$ cat config.mk
export PLATFORM = sky130hd
export DESIGN_NAME = ssd_scan_ctrl
export DESIGN_NICKNAME = d
export VERILOG_FILES = /design/src/rtl/ssd_scan_ctrl.sv
export SDC_FILE = /design/constraint.sdc
export NUM_CORES = 1
export LEC_CHECK = 0
export BUFFER_PORTS_ARGS = -buffer_cell sky130_fd_sc_hd__buf_4
export CAP_MARGIN = 30
export CORE_ASPECT_RATIO = 0.9
export CORE_MARGIN = 3
export CORE_UTILIZATION = 51
export DETAILED_ROUTE_END_ITERATION = 7
export PLACE_DENSITY = 0.69
export SLEW_MARGIN = 20
export SYNTH_ARGS = -nofsm -noshare
export SYNTH_HDL_FRONTEND = slang
export SYNTH_SLANG_ARGS = --single-unit
$ cat constraint.sdc
create_clock -name ssd_scan_port_clk -period 3.62 [get_ports ssd_scan_port_clk]
set_clock_uncertainty 0.1 [all_clocks]
set_input_delay 0.362 -clock ssd_scan_port_clk [delete_from_list [all_inputs] [get_ports ssd_scan_port_clk]]
set_output_delay 0.362 -clock ssd_scan_port_clk [all_outputs]
set_load 0.02 [all_outputs]
$ cat src/rtl/ssd_scan_ctrl.sv
// ssd_scan_ctrl: time-multiplexed scan controller for a common-anode
// seven-segment display. Scans NUM_DIGITS digits with a blanking gap
// between digits and takes new display data over a valid/ready handshake,
// committing it only at frame boundaries (or while idle) so that a frame
// never mixes old and new data.
// Optional build macro SSD_SCAN_LZB_EN enables leading-zero blanking.
module ssd_scan_ctrl #(
    parameter int NUM_DIGITS   = 8,
    parameter int REFRESH_DIV  = 100000,
    parameter int BLANK_CYCLES = 16
) (
    input  logic                    ssd_scan_port_clk,
    input  logic                    ssd_scan_port_rst_n,
    input  logic                    ssd_scan_port_en,
    input  logic                    ssd_scan_port_load_valid,
    output logic                    ssd_scan_port_load_ready,
    input  logic [4*NUM_DIGITS-1:0] ssd_scan_port_load_value,
    input  logic [NUM_DIGITS-1:0]   ssd_scan_port_load_dp,
    output logic [3:0]              ssd_scan_port_digit,
    output logic                    ssd_scan_port_dp,
    output logic [7:0]              ssd_scan_port_an,
    output logic                    ssd_scan_port_frame_done
);

    localparam int IDXW = (NUM_DIGITS > 1) ? $clog2(NUM_DIGITS) : 1;
    localparam int CMAX = (REFRESH_DIV > BLANK_CYCLES) ? REFRESH_DIV : BLANK_CYCLES;
    localparam int CNTW = $clog2(CMAX + 1);
    localparam logic [IDXW-1:0] LAST_IDX  = IDXW'(NUM_DIGITS - 1);
    localparam logic [CNTW-1:0] SHOW_LAST = CNTW'(REFRESH_DIV - 1);
    localparam logic [CNTW-1:0] BLNK_LAST = CNTW'(BLANK_CYCLES - 1);

    typedef enum logic [1:0] {IDLE, BLANK, SHOW} state_e;

    state_e                  state_q;
    logic [IDXW-1:0]         idx_q;
    logic [CNTW-1:0]         cnt_q;
    logic [4*NUM_DIGITS-1:0] act_val_q, shd_val_q, act_val_d;
    logic [NUM_DIGITS-1:0]   act_dp_q, shd_dp_q, act_dp_d;
    logic                    pend_q, ready_q;
    logic [7:0]              an_q;
    logic [3:0]              digit_q;
    logic                    dp_q, fdone_q;

    logic                    show_end, frame_end, commit, accept;
    logic [IDXW-1:0]         idx_nxt;
    logic [7:0]              an_show;
    logic                    lit;

    assign ssd_scan_port_load_ready = ready_q;
    assign ssd_scan_port_an         = an_q;
    assign ssd_scan_port_digit      = digit_q;
    assign ssd_scan_port_dp         = dp_q;
    assign ssd_scan_port_frame_done = fdone_q;

    // Frame boundary and commit/accept decisions for the coming edge
    always_comb begin
        show_end  = (state_q == SHOW) && (cnt_q == SHOW_LAST);
        frame_end = ssd_scan_port_en && show_end && (idx_q == LAST_IDX);
        commit    = pend_q && (frame_end || (state_q == IDLE));
        accept    = ssd_scan_port_load_valid && ready_q;
        idx_nxt   = (idx_q == LAST_IDX) ? '0 : idx_q + IDXW'(1);
        // Digit/DP preloaded at BLANK entry must already see a commit made
        // on the same edge, so new data starts exactly at digit 0.
        act_val_d = commit ? shd_val_q : act_val_q;
        act_dp_d  = commit ? shd_dp_q  : act_dp_q;
    end

`ifdef SSD_SCAN_LZB_EN
    logic [IDXW-1:0] msnz;

    // Index of the most-significant nonzero nibble (0 when value is 0)
    always_comb begin
        msnz = '0;
        for (int i = 0; i < NUM_DIGITS; i++)
            if (act_val_q[4*i +: 4] != 4'h0) msnz = IDXW'(i);
    end
`endif

    // Anode pattern for the digit about to enter SHOW
    always_comb begin
        an_show = 8'hFF;
        lit     = 1'b1;
`ifdef SSD_SCAN_LZB_EN
        lit     = !((idx_q > msnz) && !act_dp_q[idx_q]);
`endif
        if (lit) an_show[idx_q] = 1'b0;
    end

    // Scan FSM with registered anode/digit/dp/frame_done outputs
    always_ff @(posedge ssd_scan_port_clk or negedge ssd_scan_port_rst_n) begin
        if (!ssd_scan_port_rst_n) begin
            state_q <= IDLE;
            idx_q   <= '0;
            cnt_q   <= '0;
            an_q    <= 8'hFF;
            digit_q <= 4'h0;
            dp_q    <= 1'b0;
            fdone_q <= 1'b0;
        end else begin
            fdone_q <= 1'b0;
            if (!ssd_scan_port_en) begin
                state_q <= IDLE;
                idx_q   <= '0;
                cnt_q   <= '0;
                an_q    <= 8'hFF;
            end else begin
                case (state_q)
                    IDLE: begin
                        state_q <= BLANK;
                        idx_q   <= '0;
                        cnt_q   <= '0;
                        an_q    <= 8'hFF;
                        digit_q <= act_val_d[3:0];
                        dp_q    <= act_dp_d[0];
                    end
                    BLANK: begin
                        if (cnt_q == BLNK_LAST) begin
                            state_q <= SHOW;
                            cnt_q   <= '0;
                            an_q    <= an_show;
                        end else begin
                            cnt_q   <= cnt_q + CNTW'(1);
                        end
                    end
                    SHOW: begin
                        if (show_end) begin
                            state_q <= BLANK;
                            cnt_q   <= '0;
                            idx_q   <= idx_nxt;
                            an_q    <= 8'hFF;
                            digit_q <= act_val_d[{idx_nxt, 2'b00} +: 4];
                            dp_q    <= act_dp_d[idx_nxt];
                            fdone_q <= (idx_q == LAST_IDX);
                        end else begin
                            cnt_q   <= cnt_q + CNTW'(1);
                        end
                    end
                    default: state_q <= IDLE;
                endcase
            end
        end
    end

    // Load handshake: single shadow slot, committed at frame end or while idle
    always_ff @(posedge ssd_scan_port_clk or negedge ssd_scan_port_rst_n) begin
        if (!ssd_scan_port_rst_n) begin
            act_val_q <= '0;
            act_dp_q  <= '0;
            shd_val_q <= '0;
            shd_dp_q  <= '0;
            pend_q    <= 1'b0;
            ready_q   <= 1'b1;
        end else begin
            act_val_q <= act_val_d;
            act_dp_q  <= act_dp_d;
            if (commit) begin
                pend_q  <= 1'b0;
                ready_q <= 1'b1;
            end else if (accept) begin
                shd_val_q <= ssd_scan_port_load_value;
                shd_dp_q  <= ssd_scan_port_load_dp;
                pend_q    <= 1'b1;
                ready_q   <= 1'b0;
            end
        end
    end

endmodule

==> results by group <==
Setup path
  – FF-to-FF path depth: 9
  – Crit path kind: register to register
  – Max Fanout on Critical Path: 30
  – Crit start category: register
  – Worst EP arrival: roughly 3.5 ns
  – Setup crit end kind: register
  – Data required time of the worst path: 3.77 ns

Clocking
  – CTS tree: yes
  – CTS Buf Count: 17
  – CTS root buffer: clkbuf_16
  – Resize count post-CTS: 0
  – Clk buf depth: 2
  – Sink Count: between 100 and 150
  – H-tree levels: 4
  – Worst-skew pair later-pin latency: 0.41 ns
  – Worst-path clk slew: 0.05 ns

Layout
  – Finished Cell Area: a little over 7000 µm²
  – Layout cells sized above 1: just over 30%
  – Post-route insts no fill: between 700 and 800
  – Nets@finish: about 650
  – Area Overhead vs Synth: 22.32%
  – ANT cells: 0
  – Fillers: between 800 and 900

Drt
  – Top Metal Used: met4
  – WL final: ~13 mm
  – Vias per inst: between 5 and 6
  – Remaining DRCs: 0
  – Metal2 WL: between 6 and 7 mm
  – Number of routed nets with antenna violations: 0
  – DR vias: around 4,200
  – Post-Route M1 WL: a little under 6 mm
  – WL/cell: between 15 and 20 µm
  – Met3 wire len: roughly 530 µm
  – 1st-iter DRT viols: roughly 300
  – First drt pass iteration count: 4

GRT
  – Vias in the first global route: roughly 4,400
  – Overall routing resource usage: between 20% and 30%
  – Largest net degree at the start of global routing: 59
  – First-pass GRT wire length: ~22 mm
  – Antenna violations before repair: 0
  – Congestion Overflow GR: 0

Floorplan
  – I/O Pins: 59
  – Die Wd: approximately 120 µm
  – Full die area: ~13,000 µm²
  – Die span in y: between 100 and 150 µm
  – Core footprint: approximately 11,000 µm²
  – Initial Util: 52.80%
  – Row count: 36

Outcome
  – Status: finished, final reports clean

Placed design
  – Placed insts: roughly 730
  – DP Area: around 6400 µm²
  – Detail Placement HPWL: slightly above 9 mm
  – RD Place Congestion: between 0.7 and 0.8
  – Port buffer count: 58

Synth
  – Unique masters post-synth: 57
  – Async set-reset flop share out of synthesis: 100.0%
  – EDFF count, synth: 0
  – Synthesized instance count: 534
  – Sequential share of the synthesized area: 51.29%
  – Syn Area/Cell: around 11 µm²
  – Top-area cell type share of the netlist area: 47.20%
  – Main area contributors after synthesis: dfrtp_1 47%, mux2_2 11%, nand2_1 8.2%
  – Top FF cell, synth: dfrtp_1
  – Seq cells post-synth: between 100 and 150
  – Largest area contributor in the netlist: dfrtp_1
  – Cell Area, Synth: around 5800 µm²
  – Syn. warnings: 0
  – Syn Nets: between 500 and 600

STA
  – Setup tns final: 0 ns
  – Final Hold Vio Count: 0
  – Min cycle time layout: between 3 and 4 ns
  – Hold Slack: ~0.073 ns
  – Final worst path period share: between 90% and 100%
  – # setup viols final: 0
  – Slew Limit Fails: 0
  – Rel. slew slack: a little under half
  – Slew @ Worst Pin: ~0.78 ns
  – RSZ-0062 raised after global routing: no
  – Fmax achieved: 302.2 MHz

Hold path
  – Hold depth: 2
  – Worst min path class: input pin to register

Power
  – Pwr/cell area: approximately 740 nW/µm²
  – Power, Total: between 5 and 6 mW
  – Max VDD drop: roughly 0.42 mV
  – Leakage: roughly 3.2 nW

Flow run
  – Max-cap check violation count: 0
## routing by layer
layer,up-vias,global-route usage (%)
li1,1993,-
met1,2069,29.39
met2,92,34.64
met3,14,5.538
met4,0,7.615
met5,-,0
## cell type report
class	instances	area [µm²]	area share, %
Timing Repair Buffer	73	603.1	8.531
Sequential cell	118	2964	41.93
Clock buffer	24	501.7	7.097
Multi-Input combinational cell	382	2630	37.20
Tap cell	152	190.2	2.690
Clock inverter	8	142.6	2.018
Inverter	10	37.54	0.5310
## stage by stage
stage	utilization, %	worst slack (ns)
floorplan	-	1.101
global placement	58.10	0.5153
detailed placement	58.61	0.3196
CTS	64.59	0.3050
global route	64.59	0.07219
finish	64.59	0.3113
## worst max-delay path, stage by stage (launching register included)
cell and delay [ns]:
dfrtp_1 0.41, inv_1 0.14, ha_1 0.47, nand4_2 0.19, nor4_4 0.42, a21o_4 0.42, buf_4 0.32, mux2i_1 0.13
o41ai_2 0.40, a31oi_1 0.14
## logic make-up after synthesis
group	synth area share (%)
simple gates	17.23
flops	51.29
mux	16.93
compound gates	7.772
buf+inv	3.291
xor+xnor	1.970
fa+ha+maj	1.515
## worst paths after layout
path                                                  to  slack, ns                     start
worst max-delay path                    ssd_scan_port_dp       0.31                state_q[0]
worst min-delay path            ssd_scan_port_load_ready       0.07  ssd_scan_port_load_valid
worst max register to register          ssd_scan_port_dp       0.31                state_q[0]
worst min register to register              act_val_q[5]       0.37              act_val_q[5]
max in group asynchronous                  act_val_q[20]       2.20       ssd_scan_port_rst_n
min in group asynchronous                   shd_val_q[4]       0.30       ssd_scan_port_rst_n
## placed cells by master (no fill, tap or decap), types with 6 or more instances in the layout
master     instances
nand2_1          126
dfrtp_1          109
buf_4             69
mux2_2            59
nor2_1            34
mux2i_1           19
clkbuf_16         17
nand3_1           15
a211oi_1          12
o21ai_0           11
inv_1             10
dfstp_2            9
nor2b_1            8
xor2_1             8
nor3_1             7
ha_1               7
and3_1             6
## timing repair
action,4_1_cts,5_1_grt
hold buffers,1,0
buffers inserted,0,0
hold endpoints to repair,21,0
## flip-flops by register name (all words and copies together) (netlist names), 3 cells and up
name                 cells
act_dp_q                 8
act_val_q               32
cnt_q                   17
idx_q                    3
shd_dp_q                 8
shd_val_q               32
ssd_scan_port_an         8
ssd_scan_port_digit      4
## cell usage after synthesis (8+ instances only)
library cell,count
nand3_1,15
mux2i_1,19
o21ai_0,11
inv_1,10
dfstp_2,9
clkbuf_1,8
nand2_1,126
nor2b_1,8
xor2_1,8
dfrtp_1,109
mux2_2,59
a211oi_1,12
nor2_1,34
## where the power goes
part           internal (mW)  switching, mW
Clock                   1.24          0.563
Combinational          0.670          0.659
Sequential              1.80          0.328
Total                   3.71           1.55
(Power assumes the default switching activity.)
